### config.mk
export PLATFORM = sky130hd
export DESIGN_NAME = dfi_phy_responder_flat
export DESIGN_NICKNAME = d
export VERILOG_FILES = /design/src/rtl/dfi_phy_pkg.sv /design/src/rtl/dfi_if.sv /design/src/rtl/dfi_loopback_fifo.sv /design/src/rtl/dfi_phy_responder.sv /design/src/flat_wrapper.sv
export SDC_FILE = /design/constraint.sdc
export NUM_CORES = 1
export LEC_CHECK = 0
export CAP_MARGIN = 20
export CELL_PAD_IN_SITES_DETAIL_PLACEMENT = 1
export CELL_PAD_IN_SITES_GLOBAL_PLACEMENT = 2
export CORE_ASPECT_RATIO = 0.75
export CORE_MARGIN = 1.5
export CORE_UTILIZATION = 51
export DETAILED_ROUTE_END_ITERATION = 7
export HOLD_SLACK_MARGIN = 0.02
export PLACE_DENSITY_LB_ADDON = 0.1
export SETUP_SLACK_MARGIN = 0.2
export SYNTH_ARGS = -nofsm -noshare
export SYNTH_HDL_FRONTEND = slang
export SYNTH_SLANG_ARGS = --single-unit
### constraint.sdc
create_clock -name core_clk -period 11.6 [get_ports core_clk]
set_input_delay 1.74 -clock core_clk [delete_from_list [all_inputs] [get_ports core_clk]]
set_output_delay 1.74 -clock core_clk [all_outputs]
set_load 0.02 [all_outputs]
### src/rtl/dfi_phy_pkg.sv
// Shared types and constants for the DFI PHY responder.
// Latency: n/a (declarations only).
// Backpressure: n/a.
package dfi_phy_pkg;

  // Init handshake states; complete is reported only in READY.
  typedef enum logic [1:0] {
    WAIT_START = 2'd0,
    INIT_RUN   = 2'd1,
    READY      = 2'd2
  } init_state_e;

  // Returned in place of data when a read finds the loopback FIFO empty.
  localparam logic [31:0] UNDERFLOW_PAT = 32'hDEAD_BEEF;

  // Only one PHY update type is ever requested.
  localparam logic [1:0] PHYUPD_TYPE = 2'b00;

endpackage

### src/rtl/dfi_if.sv
// DFI bus between the memory controller (master) and the PHY (slave).
// Latency: n/a (wires only).
// Backpressure: none on the bus itself; handshakes are req/ack level pairs.
interface dfi_if #(
  parameter int DATA_W = 64
);
  logic                  dfi_init_start;
  logic                  dfi_init_complete;
  logic                  dfi_wrdata_en;
  logic [DATA_W-1:0]     dfi_wrdata;
  logic [DATA_W/8-1:0]   dfi_wrdata_mask;
  logic                  dfi_rddata_en;
  logic [DATA_W-1:0]     dfi_rddata;
  logic                  dfi_rddata_valid;
  logic                  dfi_ctrlupd_req;
  logic                  dfi_ctrlupd_ack;
  logic                  dfi_phyupd_req;
  logic [1:0]            dfi_phyupd_type;
  logic                  dfi_phyupd_ack;

  modport master (
    output dfi_init_start, dfi_wrdata_en, dfi_wrdata, dfi_wrdata_mask,
           dfi_rddata_en, dfi_ctrlupd_req, dfi_phyupd_ack,
    input  dfi_init_complete, dfi_rddata, dfi_rddata_valid,
           dfi_ctrlupd_ack, dfi_phyupd_req, dfi_phyupd_type
  );

  modport slave (
    input  dfi_init_start, dfi_wrdata_en, dfi_wrdata, dfi_wrdata_mask,
           dfi_rddata_en, dfi_ctrlupd_req, dfi_phyupd_ack,
    output dfi_init_complete, dfi_rddata, dfi_rddata_valid,
           dfi_ctrlupd_ack, dfi_phyupd_req, dfi_phyupd_type
  );
endinterface

### src/rtl/dfi_loopback_fifo.sv
// Synchronous loopback FIFO holding write data until the controller reads it back.
// Latency: push visible to pop the next cycle; dout_o is the head word, combinational.
// Backpressure: none; push while full and pop while empty are ignored (caller flags them).
// Ports: core_clk/core_arstn clock and async active-low reset; push_i/din_i write side;
//        pop_i/dout_o read side; full_o/empty_o occupancy status. FIFO_DEPTH >= 2, power of 2.
module dfi_loopback_fifo #(
  parameter int DATA_W     = 64,
  parameter int FIFO_DEPTH = 16
) (
  input  logic              core_clk,
  input  logic              core_arstn,
  input  logic              push_i,
  input  logic              pop_i,
  input  logic [DATA_W-1:0] din_i,
  output logic [DATA_W-1:0] dout_o,
  output logic              full_o,
  output logic              empty_o
);
  localparam int AW = $clog2(FIFO_DEPTH);

  // Extra MSB separates full from empty once the pointers have wrapped.
  logic [AW:0]       wr_ptr_q, wr_ptr_d;
  logic [AW:0]       rd_ptr_q, rd_ptr_d;
  logic [DATA_W-1:0] mem_q [FIFO_DEPTH];
  logic              do_push, do_pop;

  assign empty_o = (wr_ptr_q == rd_ptr_q);
  assign full_o  = (wr_ptr_q[AW] != rd_ptr_q[AW]) &&
                   (wr_ptr_q[AW-1:0] == rd_ptr_q[AW-1:0]);
  assign do_push = push_i && !full_o;
  assign do_pop  = pop_i && !empty_o;
  assign dout_o  = mem_q[rd_ptr_q[AW-1:0]];

  always_comb begin
    wr_ptr_d = wr_ptr_q;
    rd_ptr_d = rd_ptr_q;
    if (do_push) wr_ptr_d = wr_ptr_q + 1'b1;
    if (do_pop)  rd_ptr_d = rd_ptr_q + 1'b1;
  end

  always_ff @(posedge core_clk or negedge core_arstn) begin
    if (!core_arstn) begin
      wr_ptr_q <= '0;
      rd_ptr_q <= '0;
    end else begin
      wr_ptr_q <= wr_ptr_d;
      rd_ptr_q <= rd_ptr_d;
    end
  end

  // Storage needs no reset; the pointers define what is valid.
  always_ff @(posedge core_clk) begin
    if (do_push) mem_q[wr_ptr_q[AW-1:0]] <= din_i;
  end
endmodule

### src/rtl/dfi_phy_responder.sv
// DFI PHY stand-in: answers init/ctrlupd(/phyupd) handshakes and loops write data back as read data.
// Latency: init_complete INIT_CYCLES+1 after start; write capture WRLAT; read data exactly RDLAT.
// Backpressure: none; FIFO overflow drops data, underflow returns a fixed pattern, both sticky-flagged.
// Ports: core_clk, core_arstn (async active-low); s_dfi DFI slave end; err_overflow,
//        err_underflow, err_proto sticky error flags.
// Build option: define DFI_PHY_PHYUPD_EN to generate periodic PHY update requests.
module dfi_phy_responder
  import dfi_phy_pkg::*;
#(
  parameter int DATA_W        = 64,
  parameter int INIT_CYCLES   = 16,
  parameter int WRLAT         = 2,
  parameter int RDLAT         = 4,
  parameter int FIFO_DEPTH    = 16,
  parameter int PHYUPD_PERIOD = 1024
) (
  input  logic  core_clk,
  input  logic  core_arstn,
  dfi_if.slave  s_dfi,
  output logic  err_overflow,
  output logic  err_underflow,
  output logic  err_proto
);
  localparam int PAT_REP = (DATA_W + 31) / 32;
  localparam logic [PAT_REP*32-1:0] PAT_FULL = {PAT_REP{UNDERFLOW_PAT}};

  init_state_e       state_q, state_d;
  logic [15:0]       init_cnt_q, init_cnt_d;
  logic              wr_push;
  logic [DATA_W-1:0] fifo_dout, rd_word;
  logic              fifo_full, fifo_empty;
  logic              ctrlupd_ack_q;
  logic              phyupd_req;
  logic              err_ovf_q, err_ovf_d, err_unf_q, err_unf_d, err_proto_q, err_proto_d;
  logic              unused_mask;

  assign unused_mask = ^s_dfi.dfi_wrdata_mask;

  // ---------------- init FSM ----------------
  always_comb begin
    state_d    = state_q;
    init_cnt_d = init_cnt_q;
    case (state_q)
      WAIT_START: if (s_dfi.dfi_init_start) begin
        state_d    = INIT_RUN;
        init_cnt_d = '0;
      end
      INIT_RUN: begin
        if (init_cnt_q == 16'(INIT_CYCLES - 1)) state_d = READY;
        else                                     init_cnt_d = init_cnt_q + 16'd1;
      end
      READY:   state_d = READY;
      default: state_d = WAIT_START;
    endcase
  end

  always_ff @(posedge core_clk or negedge core_arstn) begin
    if (!core_arstn) begin
      state_q    <= WAIT_START;
      init_cnt_q <= '0;
    end else begin
      state_q    <= state_d;
      init_cnt_q <= init_cnt_d;
    end
  end

  assign s_dfi.dfi_init_complete = (state_q == READY);

  // ---------------- write path: delay the enable, data arrives on the bus later ----------------
  if (WRLAT == 0) begin : g_wr_nodly
    assign wr_push = s_dfi.dfi_wrdata_en;
  end else begin : g_wr_dly
    logic [WRLAT-1:0] wr_en_q;
    always_ff @(posedge core_clk or negedge core_arstn) begin
      if (!core_arstn) begin
        wr_en_q <= '0;
      end else begin
        wr_en_q[0] <= s_dfi.dfi_wrdata_en;
        for (int i = 1; i < WRLAT; i++) wr_en_q[i] <= wr_en_q[i-1];
      end
    end
    assign wr_push = wr_en_q[WRLAT-1];
  end

  dfi_loopback_fifo #(
    .DATA_W    (DATA_W),
    .FIFO_DEPTH(FIFO_DEPTH)
  ) u_fifo (
    .core_clk  (core_clk),
    .core_arstn(core_arstn),
    .push_i    (wr_push),
    .pop_i     (s_dfi.dfi_rddata_en),
    .din_i     (s_dfi.dfi_wrdata),
    .dout_o    (fifo_dout),
    .full_o    (fifo_full),
    .empty_o   (fifo_empty)
  );

  // ---------------- read path: pop now, present after RDLAT stages ----------------
  assign rd_word = fifo_empty ? PAT_FULL[DATA_W-1:0] : fifo_dout;

  logic [RDLAT-1:0]  rd_vld_q;
  logic [DATA_W-1:0] rd_dat_q [RDLAT];

  always_ff @(posedge core_clk or negedge core_arstn) begin
    if (!core_arstn) begin
      rd_vld_q <= '0;
      for (int i = 0; i < RDLAT; i++) rd_dat_q[i] <= '0;
    end else begin
      rd_vld_q[0] <= s_dfi.dfi_rddata_en;
      rd_dat_q[0] <= s_dfi.dfi_rddata_en ? rd_word : '0;
      for (int i = 1; i < RDLAT; i++) begin
        rd_vld_q[i] <= rd_vld_q[i-1];
        rd_dat_q[i] <= rd_dat_q[i-1];
      end
    end
  end

  assign s_dfi.dfi_rddata_valid = rd_vld_q[RDLAT-1];
  assign s_dfi.dfi_rddata       = rd_dat_q[RDLAT-1];

  // ---------------- ctrlupd: ack simply follows req one cycle late ----------------
  always_ff @(posedge core_clk or negedge core_arstn) begin
    if (!core_arstn) ctrlupd_ack_q <= 1'b0;
    else             ctrlupd_ack_q <= s_dfi.dfi_ctrlupd_req;
  end
  assign s_dfi.dfi_ctrlupd_ack = ctrlupd_ack_q;

  // ---------------- phyupd ----------------
`ifdef DFI_PHY_PHYUPD_EN
  logic [31:0] phy_cnt_q, phy_cnt_d;
  logic        phy_req_q, phy_req_d;

  // Counter idles at zero while a request is outstanding, so the period restarts on drop.
  always_comb begin
    phy_cnt_d = phy_cnt_q;
    phy_req_d = phy_req_q;
    if (phy_req_q) begin
      if (s_dfi.dfi_phyupd_ack) begin
        phy_req_d = 1'b0;
        phy_cnt_d = '0;
      end
    end else if (state_q == READY) begin
      if (phy_cnt_q == 32'(PHYUPD_PERIOD - 1)) begin
        phy_req_d = 1'b1;
        phy_cnt_d = '0;
      end else begin
        phy_cnt_d = phy_cnt_q + 32'd1;
      end
    end
  end

  always_ff @(posedge core_clk or negedge core_arstn) begin
    if (!core_arstn) begin
      phy_cnt_q <= '0;
      phy_req_q <= 1'b0;
    end else begin
      phy_cnt_q <= phy_cnt_d;
      phy_req_q <= phy_req_d;
    end
  end

  assign phyupd_req             = phy_req_q;
  assign s_dfi.dfi_phyupd_type  = PHYUPD_TYPE;
`else
  logic unused_phyupd_ack;
  localparam int unused_phyupd_period = PHYUPD_PERIOD;
  assign unused_phyupd_ack      = s_dfi.dfi_phyupd_ack;
  assign phyupd_req             = 1'b0;
  assign s_dfi.dfi_phyupd_type  = 2'b00;
`endif
  assign s_dfi.dfi_phyupd_req = phyupd_req;

  // ---------------- sticky errors ----------------
  // Full/empty are the start-of-cycle status, so a same-cycle pop never makes room for a push.
  always_comb begin
    err_ovf_d   = err_ovf_q | (wr_push & fifo_full);
    err_unf_d   = err_unf_q | (s_dfi.dfi_rddata_en & fifo_empty);
    err_proto_d = err_proto_q |
                  ((s_dfi.dfi_wrdata_en | s_dfi.dfi_rddata_en) & (ctrlupd_ack_q | phyupd_req));
  end

  always_ff @(posedge core_clk or negedge core_arstn) begin
    if (!core_arstn) begin
      err_ovf_q   <= 1'b0;
      err_unf_q   <= 1'b0;
      err_proto_q <= 1'b0;
    end else begin
      err_ovf_q   <= err_ovf_d;
      err_unf_q   <= err_unf_d;
      err_proto_q <= err_proto_d;
    end
  end

  assign err_overflow  = err_ovf_q;
  assign err_underflow = err_unf_q;
  assign err_proto     = err_proto_q;
endmodule

### src/flat_wrapper.sv
// flat-port wrapper written by rule: the top's interface ports become plain ports
module dfi_phy_responder_flat import dfi_phy_pkg::*;
#(
  parameter int DATA_W        = 64,
  parameter int INIT_CYCLES   = 16,
  parameter int WRLAT         = 2,
  parameter int RDLAT         = 4,
  parameter int FIFO_DEPTH    = 16,
  parameter int PHYUPD_PERIOD = 1024
)
  (core_clk, core_arstn, err_overflow, err_underflow, err_proto, s_dfi_dfi_init_start, s_dfi_dfi_wrdata_en, s_dfi_dfi_wrdata, s_dfi_dfi_wrdata_mask, s_dfi_dfi_rddata_en, s_dfi_dfi_ctrlupd_req, s_dfi_dfi_phyupd_ack, s_dfi_dfi_init_complete, s_dfi_dfi_rddata, s_dfi_dfi_rddata_valid, s_dfi_dfi_ctrlupd_ack, s_dfi_dfi_phyupd_req, s_dfi_dfi_phyupd_type);
  dfi_if #(.DATA_W(DATA_W)) s_dfi_i ();
  input  logic core_clk;
  input  logic core_arstn;
  output logic err_overflow;
  output logic err_underflow;
  output logic err_proto;
  input wire logic [$bits(s_dfi_i.dfi_init_start)-1:0] s_dfi_dfi_init_start;
  input wire logic [$bits(s_dfi_i.dfi_wrdata_en)-1:0] s_dfi_dfi_wrdata_en;
  input wire logic [$bits(s_dfi_i.dfi_wrdata)-1:0] s_dfi_dfi_wrdata;
  input wire logic [$bits(s_dfi_i.dfi_wrdata_mask)-1:0] s_dfi_dfi_wrdata_mask;
  input wire logic [$bits(s_dfi_i.dfi_rddata_en)-1:0] s_dfi_dfi_rddata_en;
  input wire logic [$bits(s_dfi_i.dfi_ctrlupd_req)-1:0] s_dfi_dfi_ctrlupd_req;
  input wire logic [$bits(s_dfi_i.dfi_phyupd_ack)-1:0] s_dfi_dfi_phyupd_ack;
  output wire logic [$bits(s_dfi_i.dfi_init_complete)-1:0] s_dfi_dfi_init_complete;
  output wire logic [$bits(s_dfi_i.dfi_rddata)-1:0] s_dfi_dfi_rddata;
  output wire logic [$bits(s_dfi_i.dfi_rddata_valid)-1:0] s_dfi_dfi_rddata_valid;
  output wire logic [$bits(s_dfi_i.dfi_ctrlupd_ack)-1:0] s_dfi_dfi_ctrlupd_ack;
  output wire logic [$bits(s_dfi_i.dfi_phyupd_req)-1:0] s_dfi_dfi_phyupd_req;
  output wire logic [$bits(s_dfi_i.dfi_phyupd_type)-1:0] s_dfi_dfi_phyupd_type;
  assign s_dfi_i.dfi_init_start = s_dfi_dfi_init_start;
  assign s_dfi_i.dfi_wrdata_en = s_dfi_dfi_wrdata_en;
  assign s_dfi_i.dfi_wrdata = s_dfi_dfi_wrdata;
  assign s_dfi_i.dfi_wrdata_mask = s_dfi_dfi_wrdata_mask;
  assign s_dfi_i.dfi_rddata_en = s_dfi_dfi_rddata_en;
  assign s_dfi_i.dfi_ctrlupd_req = s_dfi_dfi_ctrlupd_req;
  assign s_dfi_i.dfi_phyupd_ack = s_dfi_dfi_phyupd_ack;
  assign s_dfi_dfi_init_complete = s_dfi_i.dfi_init_complete;
  assign s_dfi_dfi_rddata = s_dfi_i.dfi_rddata;
  assign s_dfi_dfi_rddata_valid = s_dfi_i.dfi_rddata_valid;
  assign s_dfi_dfi_ctrlupd_ack = s_dfi_i.dfi_ctrlupd_ack;
  assign s_dfi_dfi_phyupd_req = s_dfi_i.dfi_phyupd_req;
  assign s_dfi_dfi_phyupd_type = s_dfi_i.dfi_phyupd_type;
  dfi_phy_responder #(.DATA_W(DATA_W), .INIT_CYCLES(INIT_CYCLES), .WRLAT(WRLAT), .RDLAT(RDLAT), .FIFO_DEPTH(FIFO_DEPTH), .PHYUPD_PERIOD(PHYUPD_PERIOD)) u_core (.core_clk(core_clk), .core_arstn(core_arstn), .s_dfi(s_dfi_i), .err_overflow(err_overflow), .err_underflow(err_underflow), .err_proto(err_proto));
endmodule
Yosys cells after proc, flatten, opt, wreduce, memory -nomap -nowiden
Memories as Yosys holds them, arrays and structs flattened.
Cells that the tools add are included.
{"block": "totals", "register_bits": 294, "latch_bits": 0, "mem_bits_rw": 1024, "rom_bits": 0, "in_bits": 79, "output_inout_bits": 73, "wordCells": 53, "memories": 1}
{"block": "classes", "n_addsub": 3, "multipliers": 0, "n_div": 0, "n_lt_le_gt_ge": 0, "eq_ne": 9, "shifts": 0, "mux": 10, "bitwise_logic": 7, "n_reduce_logical": 9}
{"name": "u_core.u_fifo.mem_q", "depth": 16, "word_bits": 64, "rd": 1, "rd_clocked_by_memory_dff": 0, "write_ports": 1, "line_no": "dfi_loopback_fifo.sv:24", "text": "logic [DATA_W-1:0] mem_q [FIFO_DEPTH];"}
{"cell": "2-to-1 mux 64 bit", "count": 2}
{"cell": "2-to-1 mux 16 bit", "count": 2}
{"cell": "case mux 16 bit (2 select lines)", "count": 1}
{"cell": "adder 16 x 1 -> 16 bit (second input constant)", "count": 1}
{"cell": "== test 16 x 4 -> 1 bit (second input constant)", "count": 1}
{"cell": "adder 5 x 1 -> 5 bit (second input constant)", "count": 2}
{"cell": "case mux 2 bit (3 select lines)", "count": 1}
{"cell": "== test 5 bit", "count": 1}
{"cell": "== test 4 bit", "count": 1}
{"cell": "2-to-1 mux 2 bit", "count": 2}
{"cell": "!= test 2 bit (second input constant)", "count": 2}
{"cell": "OR 1 bit", "count": 4}
{"cell": "bitwise AND 1 bit", "count": 3}
{"cell": "logical AND 1 bit", "count": 3}
{"cell": "AND reduction 3 bit", "count": 1}
{"cell": "== test 2 x 1 -> 1 bit (second input constant)", "count": 1}
{"cell": "== test 2 bit (second input constant)", "count": 1}
{"cell": "logical NOT 1 bit", "count": 2}
{"cell": "logical NOT 2 bit", "count": 1}
{"cell": "2-to-1 mux 1 bit", "count": 2}
{"cell": "!= test 2 x 1 -> 1 bit (second input constant)", "count": 1}
{"cell": "AND reduction 2 bit", "count": 1}
{"cell": "nonzero test 2 bit", "count": 1}
{"cell": "!= test 1 bit", "count": 1}

Longest topological paths before layout
{"block": "depth", "word_depth": 6, "depth_mapped": 8, "ltp_nobuf": 6}

Modules after synthesis
Synthesis repeated with hierarchy kept, for this count alone.
{"block": "hier_totals", "cells_unflattened": 2312, "hier_area_um2": 48555.3}
{"mod": "dfi_loopback_fifo", "instances": 1, "cells_each": 1780, "area_each_um2": 39703.1, "seq_area_each_um2": 30999.7}
{"mod": "dfi_phy_responder", "instances": 1, "cells_each": 532, "area_each_um2": 8852.2, "seq_area_each_um2": 7106.8}

Least setup slack after synthesis
No wires, ideal clock.
{"block": "synth_timing", "kind": "register to register", "from": "register u_core.u_fifo.wr_ptr_q[4]", "to": "memory u_core.u_fifo.mem_q[3][0] (enable)", "setup_ns": 0.564, "arrival_ns": 5.411, "path_slack_ns": 5.625, "path_stages_with_launch": 4, "n_path_buf": 0, "path_cell_list": "dfrtp_1 xnor2_1 o211ai_1 nor3_1"}
{"block": "synth_via", "elab_chain_len": 6}
{"item": "start: declaration", "line_no": "dfi_loopback_fifo.sv:22", "text": "logic [AW:0] wr_ptr_q, wr_ptr_d;"}
{"item": "start signal: assignment", "line_no": "dfi_loopback_fifo.sv:46", "text": "wr_ptr_q <= wr_ptr_d;"}
{"item": "!= test 1 bit", "line_no": "dfi_loopback_fifo.sv:28", "text": "assign full_o = (wr_ptr_q[AW] != rd_ptr_q[AW]) &&"}
{"item": "logical AND 1 bit", "line_no": "dfi_loopback_fifo.sv:28"}
{"item": "logical NOT 1 bit", "line_no": "dfi_loopback_fifo.sv:30", "text": "assign do_push = push_i && !full_o;"}
{"item": "logical AND 1 bit", "line_no": "dfi_loopback_fifo.sv:30"}
{"item": "2-to-1 mux 1 bit", "line_no": "dfi_loopback_fifo.sv:53", "text": "if (do_push) mem_q[wr_ptr_q[AW-1:0]] <= din_i;"}
{"item": "2-to-1 mux 1 bit (implied by the code)", "line_no": "dfi_loopback_fifo.sv:53"}
{"item": "end: declaration", "line_no": "dfi_loopback_fifo.sv:24"}
Every way passes these cells.

Worst setup path after layout
{"block": "layout_timing", "from": "register u_core.u_fifo.rd_ptr_q[1]", "to": "memory u_core.u_fifo.mem_q[12][4] (enable)"}
{"block": "layout_via", "elab_chain_len": 6}
{"item": "start: declaration", "line_no": "dfi_loopback_fifo.sv:23", "text": "logic [AW:0] rd_ptr_q, rd_ptr_d;"}
{"item": "start signal: assignment", "line_no": "dfi_loopback_fifo.sv:47", "text": "rd_ptr_q <= rd_ptr_d;"}
{"item": "== test 4 bit", "line_no": "dfi_loopback_fifo.sv:29", "text": "(wr_ptr_q[AW-1:0] == rd_ptr_q[AW-1:0]);"}
{"item": "logical AND 1 bit", "line_no": "dfi_loopback_fifo.sv:28"}
{"item": "logical NOT 1 bit", "line_no": "dfi_loopback_fifo.sv:30"}
{"item": "logical AND 1 bit", "line_no": "dfi_loopback_fifo.sv:30"}
{"item": "2-to-1 mux 1 bit", "line_no": "dfi_loopback_fifo.sv:53"}
{"item": "2-to-1 mux 1 bit (implied by the code)", "line_no": "dfi_loopback_fifo.sv:53"}
Every way passes these cells.

==> results.cfg <==
[min_path]
hold_depth = 0
hold_path_end = u_core.rd_dat_q[91]
min-delay-start = u_core.rd_dat_q[155]
hold_path.class = flop to flop

[global_route]
grt_pass1_vias = 25325
grt_max_degree = 133
grt.total_usage = 0.246
grt_pass1_wl_um = 171000
antenna_found_initial = 7
gr-total-overflow = 0

[clock_network]
cts_hold_buf = 0
cts_root_buffer = clkbuf_16
cts-htree-levels = 4
clk_path_buf_depth = 3
insertion_delay_ps = 740
cts_tree = built
cts-resized-gates = 0
postCtsSetupBuffers = 0
cts_buffers = 132
cts_sinks = 1318
path_clk_slew_ps = 60

[die]
initial_core_util = 0.515
die_w_um = 358
core_area_um2 = 93500
die-area_um2 = 96300
dieHeight_um = 269
num_rows = 97
ioPinCount = 152

[sta]
setup_violations = 0
setup_tns_ps = 0
hold_ws_ps = 331
slew_headroom = 0.260
max_freq_mhz = 241
period_needed_ps = 4150
worst_slew_pin_slew_ps = 1110
hold_violations = 0
rsz0062_at_grt = false
period_share = 0.357
finalMaxSlewViolations = 0
skew_ps = 26.1

[finish]
nNetsFinal = 2649
drive_gt1_frac = 0.154
num-fill-cells = 7896
area_growth_pct = 14.2
final_area_um2 = 55000

[yosys]
ys_seq_area_frac = 0.791
async_flop_share = 0.223
yosysMostFrequentCell = edfxtp_1
synth_top_area_frac = 0.639
synth_cell_types = 57
yosysWarnings = 0
avgSynthCellArea_um2 = 19.8
synth_area_um2 = 48200
netlist_instances = 2427
synthFlopType = edfxtp_1
synth.area.top_cells = edfxtp_1, dfrtp_1, mux4_2
synth_edf_count = 1024
ys_seq_elements = 1318
synth_common_cells = edfxtp_1, dfrtp_1, mux2i_1, mux4_2, a22oi_1
synth_top_area_cell = edfxtp_1

[worst_setup_path]
crit_path_max_incr_delay_ps = 1010
r2r_cells = 7
r2r_end = u_core.u_fifo.mem_q[12][4]
path_class = flop to flop
path_buf_inv = 3
worst-path-max-fanout = 44
cp.depth = 7
start_kind = flop
crit_path_end_kind = flop
reg2reg_from = u_core.u_fifo.rd_ptr_q[1]
cp_data_required_time_ps = 11950
cpMaxStageDelayCell = dfrtp_4
cp.arrival_ps = 4490
cpMostUsedCell = buf_4
path_delay_family = buffers and inverters
crit_chain = xnor2_1 > and4_1 > buf_4 > a21boi_1 > buf_4 > and3_4 > buf_4
r2r_slack_ps = 7450

[route]
initialDrtViolationCount = 2100
vias = 23534
drc = 0
via_per_inst = 6.01
routedWlPerCell_um = 29.6
dr.pass1.iters = 5
ant_nets = 0
postRouteWirelength_um = 116000

[power_and_ir_drop]
ir_worst_vdd_v = 0.000206
power_density_nw_per_um2 = 249
p_leak_nw = 19.4

[placed_design]
placed_cell_area_um2 = 50600
place_hpwl_um = 57400
portBuffers = 139
gp_congestion = 0.734

[status]
status = finished, final reports clean

[job]
drv_cap = 0
[placed cells by master (no fill, tap or decap), drive strengths merged, types with 9 or more instances in the layout]
master / synthesis / routed
mux4: 121 / 121
o22a: 27 / 27
clkinv: 0 / 26
o221ai: 27 / 27
nand3: 27 / 27
mux2i: 271 / 271
clkbuf: 71 / 204
clkdlybuf4s50: 0 / 137
o22ai: 21 / 21
a22o: 28 / 28
a21oi: 42 / 42
inv: 6 / 11
o21ai: 29 / 29
nand2: 14 / 14
ha: 9 / 9
o31a: 29 / 29
edfxtp: 1024 / 1024
nor2: 52 / 52
buf: 124 / 56
dfrtp: 294 / 294
a22oi: 72 / 72
xnor2: 10 / 10
o211ai: 22 / 22
and3: 16 / 16
nor2b: 10 / 10
[layout make-up]
cell class                      instances  area, µm²  share of cell area
Antenna cell                            3       7.51            0.000136
Clock buffer                          204       3920              0.0713
Clock inverter                         42        483             0.00878
Inverter                                6       23.8            0.000432
Multi-Input combinational cell        910       9080               0.165
Sequential cell                      1318      38100               0.693
Tap cell                             1237       1550              0.0281
Timing Repair Buffer                  193       1820              0.0331
[worst max path at each step]
stage	start	endpoint	slack, ps
floorplan	u_core.u_fifo.wr_ptr_q[4]	u_core.u_fifo.mem_q[3][0]	5620
global placement	u_core.u_fifo.rd_ptr_q[1]	u_core.u_fifo.mem_q[12][14]	7050
detailed placement	u_core.u_fifo.rd_ptr_q[1]	u_core.u_fifo.mem_q[12][14]	6980
CTS	u_core.u_fifo.rd_ptr_q[1]	u_core.u_fifo.mem_q[12][22]	6940
global route	u_core.u_fifo.rd_ptr_q[1]	u_core.u_fifo.mem_q[12][8]	7320
finish	u_core.u_fifo.rd_ptr_q[1]	u_core.u_fifo.mem_q[12][4]	7450
[power breakdown]
| part | switching (mW) | leakage, nW | total [mW] | internal [mW] |
|---|---|---|---|---|
| Sequential | 0.331 | 13.0 | 6.17 | 5.84 |
| Combinational | 1.94 | 4.28 | 3.26 | 1.32 |
| Clock | 1.78 | 2.14 | 4.30 | 2.52 |
[registers in the layout, summed over array words and instances (netlist names)]
signal and flops:
u_core.u_fifo.mem_q 1024, u_core.rd_dat_q 192, u_core.s_dfi.dfi_rddata 64, u_core.init_cnt_q 16, u_core.u_fifo.rd_ptr_q 5, u_core.u_fifo.wr_ptr_q 5
u_core.rd_vld_q 4, u_core.g_wr_dly.wr_en_q 2, u_core.state_q 2, u_core.err_overflow 1, u_core.err_proto 1, u_core.err_underflow 1
u_core.s_dfi.dfi_ctrlupd_ack 1
[kinds of logic after synthesis]
logic type      after synthesis  share of synthesized area
other cells                   1                  0.0000779
fa+ha+maj                     9                    0.00234
flops                      1318                      0.791
buf+inv                     201                     0.0224
simple gates                160                     0.0172
xor+xnor                     14                    0.00255
mux                         397                      0.114
compound gates              327                     0.0500
[layer usage]
layer / global-route usage / up-vias / routed length, µm
met4: 0.0630 / 10 / 2290
met2: 0.387 / 678 / 55300
met1: 0.358 / 12757 / 51700
li1: - / 9914 / -
met3: 0.0456 / 175 / 6380
met5: 0 / - / 69
[worst register-to-register path, stage by stage, from the launching register on]
cell      delay [ps]
dfrtp_4         1010
xnor2_1          190
and4_1           190
buf_4            270
a21boi_1         310
buf_4            250
and3_4           670
buf_4            810
[metrics by stage]
step | worst slack [ps] | util | total power, mW | cells
CTS | 6940 | 0.588 | 13.8 | 3909
finish | 7450 | 0.589 | 13.7 | 3913
global placement | 7050 | 0.541 | 9.41 | 3663
global route | 7320 | 0.589 | 14.2 | 3911
floorplan | 5620 | - | 8.37 | 2429
detailed placement | 6980 | 0.541 | 9.53 | 3663
(Power assumes the default switching activity.)
